### config.mk
export PLATFORM = sky130hd
export DESIGN_NAME = button_pio_slave_flat
export DESIGN_NICKNAME = d
export VERILOG_FILES = /design/src/rtl/button_pio_slave_if.sv /design/src/rtl/button_pio_slave.sv /design/src/flat_wrapper.sv
export SDC_FILE = /design/constraint.sdc
export NUM_CORES = 1
export LEC_CHECK = 0
export BUFFER_PORTS_ARGS = -buffer_cell sky130_fd_sc_hd__buf_2
export CAP_MARGIN = 25
export CORE_MARGIN = 2
export CORE_UTILIZATION = 40
export DETAILED_ROUTE_END_ITERATION = 10
export MAX_ROUTING_LAYER = met4
export PLACE_DENSITY = 0.61
export SLEW_MARGIN = 40
export SYNTH_ARGS = -nofsm -noshare
export SYNTH_HDL_FRONTEND = slang
export SYNTH_SLANG_ARGS = --single-unit
### constraint.sdc
create_clock -name SYS_CLK -period 2.6 [get_ports SYS_CLK]
set_clock_uncertainty 0.2 [all_clocks]
set_input_delay 0.52 -clock SYS_CLK [delete_from_list [all_inputs] [get_ports SYS_CLK]]
set_output_delay 0.52 -clock SYS_CLK [all_outputs]
set_load 0.01 [all_outputs]
### src/rtl/button_pio_slave_if.sv
// Avalon-MM register bus between the Nios II data master and the pushbutton responder.
// Read data is registered by the responder and valid one clock after read.
interface button_pio_slave_if;
  logic [1:0]  address;
  logic        read;
  logic        write;
  logic [31:0] writedata;
  logic [31:0] readdata;

  modport master (
    output address,
    output read,
    output write,
    output writedata,
    input  readdata
  );

  modport slave (
    input  address,
    input  read,
    input  write,
    input  writedata,
    output readdata
  );
endinterface

### src/rtl/button_pio_slave.sv
// Pushbutton PIO responder: synchronises and debounces active-low buttons, latches
// presses in a W1C edge-capture register and raises a maskable level interrupt.
module button_pio_slave #(
  parameter int unsigned WIDTH           = 4,
  parameter int unsigned DEBOUNCE_CYCLES = 500000
) (
  input  logic                 SYS_CLK,
  input  logic                 reset_n,
  input  logic [WIDTH-1:0]     pb_in,
  button_pio_slave_if.slave    bus,
  output logic                 irq
);

  localparam int unsigned CNT_W = $clog2(DEBOUNCE_CYCLES + 1);
  localparam logic [CNT_W-1:0] CNT_LAST = CNT_W'(DEBOUNCE_CYCLES - 1);

  localparam logic [1:0] ADDR_DATA = 2'd0;
  localparam logic [1:0] ADDR_MASK = 2'd1;
  localparam logic [1:0] ADDR_EDGE = 2'd2;
  localparam logic [1:0] ADDR_RAW  = 2'd3;

  logic [WIDTH-1:0]            meta_q;
  logic [WIDTH-1:0]            sync_q;
  logic [WIDTH-1:0]            state_q;
  logic [WIDTH-1:0]            state_d;
  logic [WIDTH-1:0][CNT_W-1:0] cnt_q;
  logic [WIDTH-1:0][CNT_W-1:0] cnt_d;
  logic [WIDTH-1:0]            edge_q;
  logic [WIDTH-1:0]            edge_d;
  logic [WIDTH-1:0]            mask_q;
  logic [WIDTH-1:0]            mask_d;
  logic [WIDTH-1:0]            press;
  logic [WIDTH-1:0]            w1c;
  logic [WIDTH-1:0]            data_v;
  logic [WIDTH-1:0]            raw_v;
  logic [31:0]                 rdata_d;
  logic                        unused_wdata;

  // Only the low WIDTH bits of writedata carry register content.
  assign unused_wdata = ^bus.writedata;

  // Per-bit debounce: a new level is accepted after DEBOUNCE_CYCLES consecutive differing samples.
  always_comb begin
    state_d = state_q;
    cnt_d   = '0;
    for (int unsigned i = 0; i < WIDTH; i++) begin
      if (sync_q[i] != state_q[i]) begin
        if (cnt_q[i] == CNT_LAST) begin
          state_d[i] = sync_q[i];
        end else begin
          cnt_d[i] = cnt_q[i] + CNT_W'(1);
        end
      end
    end
  end

  // Press capture and register writes; a same-cycle press beats the W1C clear.
  always_comb begin
    press  = state_q & ~state_d;
    w1c    = '0;
    mask_d = mask_q;
    if (bus.write && (bus.address == ADDR_EDGE)) begin
      w1c = bus.writedata[WIDTH-1:0];
    end
    if (bus.write && (bus.address == ADDR_MASK)) begin
      mask_d = bus.writedata[WIDTH-1:0];
    end
    edge_d = (edge_q & ~w1c) | press;
  end

  // Read mux samples pre-update register contents.
  always_comb begin
    data_v  = ~state_q;
    raw_v   = ~sync_q;
    rdata_d = '0;
    if (bus.read) begin
      case (bus.address)
        ADDR_DATA: rdata_d = 32'(data_v);
        ADDR_MASK: rdata_d = 32'(mask_q);
        ADDR_EDGE: rdata_d = 32'(edge_q);
        ADDR_RAW:  rdata_d = 32'(raw_v);
        default:   rdata_d = '0;
      endcase
    end
  end

  always_ff @(posedge SYS_CLK or negedge reset_n) begin
    if (!reset_n) begin
      meta_q       <= '1;
      sync_q       <= '1;
      state_q      <= '1;
      cnt_q        <= '0;
      edge_q       <= '0;
      mask_q       <= '0;
      bus.readdata <= '0;
      irq          <= 1'b0;
    end else begin
      meta_q       <= pb_in;
      sync_q       <= meta_q;
      state_q      <= state_d;
      cnt_q        <= cnt_d;
      edge_q       <= edge_d;
      mask_q       <= mask_d;
      bus.readdata <= rdata_d;
      irq          <= |(edge_q & mask_q);
    end
  end

endmodule

### src/flat_wrapper.sv
// flat-port wrapper written by rule: the top's interface ports become plain ports
module button_pio_slave_flat 
#(
  parameter int unsigned WIDTH           = 4,
  parameter int unsigned DEBOUNCE_CYCLES = 500000
)
  (SYS_CLK, reset_n, pb_in, irq, bus_address, bus_read, bus_write, bus_writedata, bus_readdata);
  button_pio_slave_if bus_i ();
  input  logic SYS_CLK;
  input  logic reset_n;
  input  logic [WIDTH-1:0] pb_in;
  output logic irq;
  input wire logic [$bits(bus_i.address)-1:0] bus_address;
  input wire logic [$bits(bus_i.read)-1:0] bus_read;
  input wire logic [$bits(bus_i.write)-1:0] bus_write;
  input wire logic [$bits(bus_i.writedata)-1:0] bus_writedata;
  output wire logic [$bits(bus_i.readdata)-1:0] bus_readdata;
  assign bus_i.address = bus_address;
  assign bus_i.read = bus_read;
  assign bus_i.write = bus_write;
  assign bus_i.writedata = bus_writedata;
  assign bus_readdata = bus_i.readdata;
  button_pio_slave #(.WIDTH(WIDTH), .DEBOUNCE_CYCLES(DEBOUNCE_CYCLES)) u_core (.SYS_CLK(SYS_CLK), .reset_n(reset_n), .pb_in(pb_in), .bus(bus_i), .irq(irq));
endmodule
After elaboration in Yosys (flattened, before gate mapping)
Cells that the tools add are included.

Flip-flop bits (word level): 129. Input port bits: 42. Output and inout bits: 33. Word-level logic and storage cells: 57.

Add/sub/neg operators: 4. Eq/ne operators: 11. Mux-type cells: 19. Bitwise operators: 8. Reduce and logical (&&, ||, !) cells: 4.

Operators with widths (number): 19-bit 2-to-1 mux (8); 32-bit one-hot mux with 4 select lines (1); 19-bit by 1-bit adder with 19-bit output (second input constant) (4); 19-bit == test (second input constant) (4); 32-bit 2-to-1 mux (1); 4-bit inverter (4); 4-bit AND (3); 1-bit 2-to-1 mux (8); 2-bit == test (second input constant) (2); 4-bit 2-to-1 mux (1); 1-bit inequality test (4); 4-bit bitwise OR (1); 4-bit OR reduction (1); 2-bit by 1-bit == test with 1-bit output (second input constant) (1); 1-bit logical AND (2); 2-bit zero test (1).

Depth between registers and ports, before layout
Gate-level depths: netlist of the first run.

Depth in word-level cells: 6. Depth in mapped cells: 6. Depth with buffers taken out: 5.

Least setup slack after synthesis of the first run
No wires, ideal clock.

Path type: register to register. Start point: register u_core.cnt_q[0] (netlist name). End point: register u_core.cnt_q[18] (netlist name). Library setup time: 0.078 ns. Arrival: 1.681 ns. Data required time: 2.322 ns. Path slack: 0.642 ns. Stages on the path, launching flop included: 6. Buffers on the path: 0. Period minus slack after synthesis: 1.958 ns. Cell sequence: dfrtp_1 -> ha_1 -> nand3_1 -> or4_1 -> or3_1 -> a21oi_1.

RTL lines: start: declaration (line button_pio_slave.sv:26) `logic [WIDTH-1:0][CNT_W-1:0] cnt_q;`; start signal: assignment (line button_pio_slave.sv:101) `cnt_q <= cnt_d;`.

==> results of run 1 <==
==> per-stage QoR <==
stage                     cells  setup slack, ns
after global placement      694            0.514
final                       713            0.436
after floorplan             535            0.642
after global routing        713            0.306
after CTS                   711            0.439
after detailed placement    694            0.461
==> Yosys cell counts (3+ instances only) <==
cell	n
or2_1	4
or3_1	6
mux2i_1	8
ha_1	4
nand4_1	19
a32o_1	4
xnor2_1	41
nor2_1	64
buf_2	3
dfrtp_1	89
nor4_2	4
dfstp_2	12
nor4b_1	6
and3_1	4
buf_4	28
inv_1	17
o31ai_1	3
and4_1	3
nand2_1	38
nor3_1	15
o211a_1	4
nor2_2	10
nor4_1	17
or2_2	4
clkbuf_1	6
or4_1	4
xor2_1	17
mux2_2	8
a21oi_1	12
nand3_1	24
o21ai_0	12
==> worst max path at each step <==
stage                               start          endpoint  depth (start not counted)
after floorplan           u_core.cnt_q[0]  u_core.cnt_q[18]                          5
after global placement    u_core.cnt_q[0]  u_core.cnt_q[18]                          5
after detailed placement  u_core.cnt_q[0]  u_core.cnt_q[18]                          5
after CTS                 u_core.cnt_q[0]  u_core.cnt_q[18]                          5
after global routing      u_core.cnt_q[0]  u_core.cnt_q[18]                          5
final                     u_core.cnt_q[0]  u_core.cnt_q[18]                          5
==> flip-flops by register name (all words and copies together) (netlist names) <==
signal	count
u_core.cnt_q	76
u_core.bus.readdata	4
u_core.edge_q	4
u_core.mask_q	4
u_core.meta_q	4
u_core.state_q	4
u_core.sync_q	4
u_core.irq	1
==> critical path, cell delays in order, from the launching register on <==
cell and delay (ns):
dfrtp_1 0.39, ha_1 0.23, nand3_1 0.23, or4_1 0.59
or3_1 0.31, a21oi_1 0.14
==> area by class of cell <==
class / count / area share (%)
inverters: 17 / 1.12
well taps: 172 / 3.79
flip-flops and latches: 101 / 44.7
repair buffers: 26 / 2.95
diodes: 2 / 0.0880
clock buffers: 12 / 4.69
clock inverters: 4 / 0.528
multi-input cells: 379 / 42.1
==> power groups by stage <==
stage | combinational (W) | clock [W] | sequential, W
after floorplan | 0.000131 | 0 | 0.00167
after global placement | 0.000173 | 0 | 0.00167
after detailed placement | 0.000177 | 0 | 0.00168
after CTS | 0.000179 | 0.00135 | 0.00165
after global routing | 0.000203 | 0.00145 | 0.00165
final | 0.000175 | 0.00132 | 0.00165
==> routing by layer <==
layer | GRT usage, % | vias up | share of wire, %
met1 | 20.1 | 1735 | 47
li1 | - | 1772 | -
met3 | 4.46 | 8 | 4.7
met5 | - | - | 0
met4 | 5.20 | 0 | 0.91
met2 | 23.5 | 66 | 48
==> cells by family (layout without fill, tap and decap cells) <==
group	count (synthesis)	count (layout)	share of synthesized area (%)
AOI/OAI and AO/OA	42	42	5.89
xor gates and xnor gates	58	58	9.85
adders and majority gates	4	4	0.970
buffers and inverters	55	59	6.26
DFF	101	101	49.3
muxes	16	16	3.30
other	1	30	0.0727
and+or+nand+nor	231	231	24.4
==> impl_results.md, run 1 <==
* Avg Cell Area, Syn at between 10 and 15 µm²
* Synth Register Bits at between 100 and 150
* Global-route wire length before repair at 16.9 mm
* Hold Crit Class: in2reg
* Sw frac at about a quarter
* Vias post-DR at about 3,600
* Minimum clock period at between 2 and 2.5 ns
* Max rail drop VDD at approximately 0.29 mV
* Final GP Congestion at 0.831
* Critical Path End Type: flop
* Setup violations, final at 0
* Clock Tree Root: clkbuf_16
* Site row count at ~40
* Inserted Clock Buffers at 9
* Cell Int Power at about 0.0024 W
* Sequential Power Share at 52.5%
* Total negative slack at 0 ns
* Postcts setup bufs at 0
* Area contributors post-synth: dfrtp_1 43%, xnor2_1 7.0%, dfstp_2 6.1%
* Nets at a little under 600
* I/O pin cnt at 75
* Final period utilization at roughly 83%
* Post-synth cell types at 43
* Area after DPL at about 5400 µm²
* Maximum achievable frequency at roughly 460 MHz
* DRT iter0 DRCs at roughly 160
* Die Y at 118 µm
* Synthesized area at about 5200 µm²
* RR Endpoint: u_core.cnt_q[18]
* Area share of the largest cell type after synthesis at between 40% and 50%
* Worst-path clk slew at 0.07 ns
* Post-synthesis cell count at just over 500
* All-Layer GR Usage at between 10% and 20%
* Initial antenna violation count at 2
* Hold Buf Count CTS at 1
* Max-cap violations at 0
* Largest net degree at the start of global routing at between 40 and 50
* DRC violations left at 0
* Comb pwr share at 5.6%
* Initial DRT Pass Iterations at 4
* Worst R2R Path Depth at 5
* Hold Path Stages at 1
* Final instance area at about 5700 µm²
* CTS Sinks at 101
* Pwr/cell area at 552 nW/µm²
* WP data required at around 2.7 ns
* Clock Tree Buf Depth at 2
* Register-to-register setup slack at between 0.4 and 0.5 ns
* Outcome: completed
* Min-delay src: pb_in[2]
* Total gr overflow at 0
* Commonest non-fill, non-tap cell in the layout: dfrtp_1
* Clk pwr share at 41.9%
* Vias in the first global route at 3,513
* Ys async rst share at between 90% and 100%
* Crit Reg-Reg Startpoint: u_core.cnt_q[0]
* Die width at roughly 120 µm
* Filler cells at ~1,200
* WHS at ~0.060 ns
* Area leader, netlist: dfrtp_1
* Most frequent cells in the layout: 89 x dfrtp_1, 64 x nor2_1, 41 x xnor2_1
* H-tree levels at 3
* HPWL after DPL at about 6.7 mm
* CP Max Fanout at 6
* Layout area overhead at 10.2%
* Final hold vios at 0
* Hold Path End: u_core.meta_q[2]
* Post_cts resized at 0
* Seq/Total Area, Yosys at between 40% and 50%
* IO Port Bufs at 18
* Predominant post-synthesis flop cell: dfrtp_1
* Total Power at 0.00314 W
* Die area at between 10,000 and 15,000 µm²
* Leakage at roughly 2.3 nW
* Final core utilization at between 40% and 50%
* WP data arrival at ~2.2 ns
* Final Max Tran Viols at 0
* Startpoint Class: flop
* Starting Density at between 40% and 50%
* EDFF count, synth at 0
* Worst-Skew Late Latency at around 0.35 ns
* Sequential Area at 2540 µm²
* Antenna viol nets, final at 0
* Area taken by multi-input logic gates at between 2000 and 2500 µm²
* WL per Instance at ~13 µm
* Routed Wire Length at 9.36 mm
* Crit path kind: reg2reg
* RSZ-0062 raised after global routing: false
* Yosys Warn Count at 0
* Area of the core at ~13,000 µm²
* Net Sw Power at approximately 0.00073 W
* Layout cells sized above 1 at between 15 and 20%
* Vias per cell at 5.02
* CTS tree: done
Power figures use the tool's default switching activity.
==> inputs of run 2 (changes only) <==
ABC_AREA = 1   (was not set)
PLACE_DENSITY = 0.63   (was 0.61)
clock period = 1.9 ns   (was 2.6 ns; I/O delays follow)
==> impl_results.md, run 2 <==
* Max rail drop VDD at 0.487 mV (+70%)
* Maximum achievable frequency at 577 MHz (+25%)
* Buf+Inv Stages, Crit Path at 1 (+1)
* Outcome: completed
* Final period utilization at 91.3% (+8.1 points)
* Layout cells sized above 1 at 11.8% (-4.7 points)
* Synth Register Bits at 101 (unchanged)
* Final Max Tran Viols at 0 (unchanged)
* Minimum clock period at 1.73 ns (-0.430 ns)
* Largest Register: u_core.cnt_q
* All-Layer GR Usage at 16.6% (+1.1 points)
* Largest net degree at the start of global routing at 41 (-13%)
* Routed Wire Length at 10.9 mm (+16%)
* Seq/Total Area, Yosys at 46.6% (-2.7 points)
* EDFF count, synth at 0 (unchanged)
* Sequential Power Share at 52.3% (-0.2 points)
* Vias post-DR at 4,311 (+20%)
* Die width at 121 µm (+2.7%)
* CP max stage cell: dfrtp_1
* CTS Sinks at 101 (unchanged)
* DRC violations left at 0 (unchanged)
* Initial antenna violation count at 0 (-2)
* Post-synth cell types at 32 (-26%)
* Sequential Area at 2540 µm² (unchanged)
* Clk pwr share at 41.8% (about the same)
* Most frequent cells in the layout: 159 x nor2_1, 119 x nand2_1, 89 x dfrtp_1
* IO Port Bufs at 18 (unchanged)
* WP data required at 1.94 ns (-0.74 ns)
* Area leader, netlist: dfrtp_1
* Synthesized area at 5460 µm² (+5.7%)
* Max-cap violations at 0 (unchanged)
* DRT iter0 DRCs at 279 (+77%)
* Worst-Skew Late Latency at 0.35 ns (about the same)
* I/O pin cnt at 75 (unchanged)
* Filler cells at 1,278 (+7.6%)
* Clock Tree Buf Depth at 2 (unchanged)
* Inserted Clock Buffers at 9 (unchanged)
* Worst path cell trace: ha_1 -> nand3_1 -> inv_1 -> nand3_2 -> nand2_2 -> nor2_1
* Net Sw Power at 0.000997 W (+37%)
* Critical Path End Type: flop
* Clock Tree Root: clkbuf_16
* Setup violations, final at 0 (unchanged)
* CP delay by family, top: simple AND/OR/NAND/NOR gates
* Area of the core at 13,300 µm² (+5.4%)
* CTS tree: done
* Antenna viol nets, final at 0 (unchanged)
* Vias in the first global route at 4,152 (+18%)
* RSZ-0062 raised after global routing: false
* Total negative slack at 0 ns (unchanged)
* Most common cell in the synthesized netlist: nor2_1
* Pwr/cell area at 710 nW/µm² (+29%)
* Top cells by count, synth: 160 x nor2_1, 120 x nand2_1, 89 x dfrtp_1
* Yosys Warn Count at 0 (unchanged)
* Cell Int Power at 0.00331 W (+38%)
* Antenna cells at 0 (-2)
* WL per Instance at 12.0 µm (-8.5%)
* Area share of the largest cell type after synthesis at 40.8% (-2.3 points)
* Commonest non-fill, non-tap cell in the layout: nor2_1
* WP data arrival at 1.77 ns (-0.47 ns)
* Total Power at 0.00431 W (+37%)
* Avg Cell Area, Syn at 7.93 µm² (-22%)
* Area contributors post-synth: dfrtp_1 41%, nor2_1 11%, nand2_1 8.3%
* Post-route setup slack at 0.166 ns (-0.270 ns)
* Die area at 14,600 µm² (+5.5%)
* Max FFs per register at 76 (unchanged)
* Crit path kind: reg2reg
* Sw frac at 23.1% (-0.12 points)
* Predominant post-synthesis flop cell: dfrtp_1
* Layout area overhead at 11.2%
* Final hold vios at 0 (unchanged)
* Vias per cell at 4.75 (-5.4%)
* Worst slack at placement at 0.101 ns (-0.360 ns)
* Total gr overflow at 0 (unchanged)
* Site row count at 42 (+2.4%)
* HPWL after DPL at 7.93 mm (+19%)
* H-tree levels at 3 (unchanged)
* Die Y at 121 µm (+2.7%)
* Global-route wire length before repair at 18.9 mm (+11%)
* Starting Density at 41.0% (+0.15 points)
* Ys async rst share at 100% (unchanged)
* CP peak stage delay at 0.39 ns (-0.20 ns)
* Worst-path clk slew at 0.06 ns (about the same)
* Startpoint Class: flop
* Hold Crit Class: in2reg
* Final GP Congestion at 0.957 (+15%)
* Comb pwr share at 5.9% (+0.3 points)
* Nets at 772 (+33%)
* CP Max Fanout at 7 (+1)
* Initial DRT Pass Iterations at 5 (+1)
* Post-synthesis cell count at 688 (+35%)
* Postcts setup bufs at 0 (unchanged)
* Area taken by multi-input logic gates at 2510 µm² (+4.7%)
* Leakage at 2.64 nW (+14%)
run 2: path summary, 6_finish.rpt:
| check | from | end | slack, ns | cells past startpoint |
|---|---|---|---|---|
| worst max-delay path | u_core.cnt_q[38] | u_core.cnt_q[41] | 0.17 | 6 |
| worst min-delay path | bus_read | u_core.bus.readdata[2] | 0.10 | 3 |
| worst max register to register | u_core.cnt_q[38] | u_core.cnt_q[41] | 0.17 | 6 |
| worst min register to register | u_core.meta_q[0] | u_core.sync_q[0] | 0.16 | 0 |
| max in group asynchronous | reset_n | u_core.state_q[2] | 0.61 | 3 |
| min in group asynchronous | reset_n | u_core.cnt_q[57] | 0.30 | 2 |
run 2: logic make-up (layout without fill, tap and decap cells):
kind of cell             after synthesis  in the layout  synth area share, %
AO/OA/AOI/OAI                         53             53                 5.37
flip-flops                           101            101                 46.6
adder cells (fa/ha/maj)                4              4                0.917
AND/OR/NAND/NOR                      380            380                 30.5
buffers and inverters                108            124                 9.38
XOR/XNOR                              41             41                 7.13
other                                  1             28               0.0687
run 2: timing repair:
item                       4_1_cts  5_1_grt
hold buffers                     5        0
hold endpoints to repair        29        0
setup endpoints to repair        0        6
gates resized for setup          0        2
run 2: routing by layer:
metal	vias up	GRT usage (%)	wire [µm]
met2	95	26.2	5110
met4	0	6.54	173
met1	2013	21.3	5210
li1	2189	-	-
met3	14	2.88	396
met5	-	-	0
run 2: final cells by class:
type / instances / share of cell area (%)
Clock buffer: 11 / 3.84
Clock inverter: 5 / 0.867
Inverter: 79 / 4.89
Multi-Input combinational cell: 506 / 41.3
Sequential cell: 101 / 41.9
Tap cell: 176 / 3.63
Timing Repair Buffer: 29 / 3.51
run 2: power groups by stage:
stage	sequential [W]	clock (W)	combinational, W
5_1_grt	0.00226	0.00194	0.000295
3_5_place_dp	0.00229	0	0.000249
4_1_cts	0.00226	0.00185	0.000258
6_report	0.00225	0.00180	0.000252
3_3_place_gp	0.00229	0	0.000245
2_1_floorplan	0.00229	0	0.000176
run 2: metrics by stage:
stage                     std cells  hold WS [ns]  util [%]  cell area (µm²)
after floorplan                 715        -0.116         -             5560
after global placement          886         0.131      43.1             5720
after detailed placement        886         0.130      43.1             5720
after CTS                       907        0.0922      45.6             6060
after global routing            907         0.118      45.6             6060
final                           907         0.100      45.6             6060
run 2: worst reg2reg max path: stages, from the launching register on:
cell	delay (ns)
dfrtp_1	0.39
ha_1	0.20
nand3_1	0.20
inv_1	0.17
nand3_2	0.20
nand2_2	0.19
nor2_1	0.06
==> inputs of run 3 (changes only) <==
PLACE_DENSITY = 0.61   (was 0.63)
clock period = 2.1 ns   (was 1.9 ns; I/O delays follow)
==> impl_results.md, run 3 (synthesis gave the netlist of run 2 again) <==
* Outcome: completed
* Sequential Area at 2540 µm² (unchanged)
* Final period utilization at 83.3% (-8.0 points)
* Routed Wire Length at 10.9 mm (+0.51%)
* Hold Buf Count CTS at 5 (unchanged)
* Largest Register: u_core.cnt_q
* Hold Crit Class: reg2reg
* H-tree levels at 3 (unchanged)
* Initial DRT Pass Iterations at 6 (+1)
* Starting Density at 41.0% (unchanged)
* RSZ-0062 raised after global routing: false
* Pwr/cell area at 627 nW/µm² (-12%)
* Final Max Tran Viols at 0 (unchanged)
* CP Max Fanout at 7 (unchanged)
* Vias per cell at 4.75 (-0.13%)
* WP data required at 2.13 ns (+0.19 ns)
* HPWL after DPL at 8.03 mm (+1.2%)
* Final core utilization at 45.2% (-0.43 points)
* Startpoint Class: flop
* WL per Instance at 12.1 µm (+0.85%)
* CTS tree: done
* Largest net degree at the start of global routing at 45 (+9.8%)
* I/O pin cnt at 75 (unchanged)
* Layout area overhead at 10.1%
* Total negative slack at 0 ns (unchanged)
* WP data arrival at 1.78 ns (about the same)
* Post_cts resized at 0 (unchanged)
* Critical Path End Type: flop
* Most frequent cells in the layout: 160 x nor2_1, 120 x nand2_1, 89 x dfrtp_1
* Vias in the first global route at 4,191 (+0.94%)
* Area of the core at 13,300 µm² (unchanged)
* Final GP Congestion at 0.898 (-6.2%)
* Layout cells sized above 1 at 10.9% (-0.91 points)
* Area taken by multi-input logic gates at 2500 µm² (-0.20%)
* Max-cap violations at 0 (unchanged)
* Nets at 769 (-0.39%)
* Antenna viol nets, final at 0 (unchanged)
* Worst-Skew Late Latency at 0.35 ns (about the same)
* Initial antenna violation count at 0 (unchanged)
* Die Y at 121 µm (unchanged)
* Antenna cells at 0 (unchanged)
* Clock Tree Buf Depth at 2 (unchanged)
* Max rail drop VDD at 0.499 mV (+2.5%)
* Global-route wire length before repair at 19.2 mm (+1.9%)
* IO Port Bufs at 18 (unchanged)
* Filler cells at 1,289 (+0.86%)
* Total gr overflow at 0 (unchanged)
* Final instance area at 6010 µm² (-0.95%)
* Worst-path clk slew at 0.06 ns (about the same)
* Postcts setup bufs at 0 (unchanged)
* Maximum achievable frequency at 572 MHz (-0.85%)
* Die width at 121 µm (unchanged)
* DRT iter0 DRCs at 266 (-4.7%)
* CTS Sinks at 101 (unchanged)
* Crit path kind: reg2reg
* Final hold vios at 0 (unchanged)
* Vias post-DR at 4,291 (-0.46%)
* Minimum clock period at 1.75 ns (+0.0148 ns)
* Commonest non-fill, non-tap cell in the layout: nor2_1
* Die area at 14,600 µm² (unchanged)
* Clock Tree Root: clkbuf_16
* Max FFs per register at 76 (unchanged)
* WHS at 0.157 ns (+0.0561 ns)
* Total Power at 0.00377 W (-13%)
* Leakage at 2.61 nW (-0.98%)
* Setup violations, final at 0 (unchanged)
* Area after DPL at 5700 µm² (-0.39%)
* Site row count at 42 (unchanged)
* Inserted Clock Buffers at 9 (unchanged)
* DRC violations left at 0 (unchanged)
* All-Layer GR Usage at 16.9% (+0.35 points)
## run 3: per-stage QoR
stage / worst slack (ns) / std cells
2_1_floorplan: 0.584 / 715
6_report: 0.351 / 904
5_1_grt: 0.166 / 904
3_3_place_gp: 0.356 / 883
4_1_cts: 0.334 / 904
3_5_place_dp: 0.346 / 883
## run 3: final cells by class
type                    instances  share of cell area, %
well taps                     176                   3.67
clock inverters                 3                  0.250
flip-flops and latches        101                   42.3
multi-input cells             506                   41.7
inverters                      79                   4.94
repair buffers                 26                   3.17
clock buffers                  13                   4.00
## run 3: worst paths after layout
| path | from | end | slack (ns) | cells past startpoint |
|---|---|---|---|---|
| max reg2reg | u_core.cnt_q[38] | u_core.cnt_q[41] | 0.35 | 6 |
| min in group asynchronous | reset_n | u_core.cnt_q[74] | 0.32 | 2 |
| min | u_core.meta_q[1] | u_core.sync_q[1] | 0.16 | 0 |
| max in group asynchronous | reset_n | u_core.meta_q[1] | 0.77 | 3 |
| min reg2reg | u_core.meta_q[1] | u_core.sync_q[1] | 0.16 | 0 |
| max | u_core.cnt_q[38] | u_core.cnt_q[41] | 0.35 | 6 |
## run 3: critical path: stages (launching register included)
cell and delay (ns):
dfrtp_1 0.38, ha_1 0.20, nand3_1 0.20, inv_1 0.16
nand3_2 0.18, nand2_1 0.24, nor2_1 0.07
## run 3: metal layers
metal  share of wire (%)  track usage, %  up-vias
met1                  48            22.0     2003
met3                 3.7            3.77       20
met2                  46            26.1       86
met5                   0               -        -
met4                 1.9            6.25        0
li1                    -               -     2182
## run 3: power by group
| group | switching, W | internal, W |
|---|---|---|
| sequential | 0.0000356 | 0.00200 |
| clock | 0.000696 | 0.000799 |
| combinational | 0.000158 | 0.0000724 |
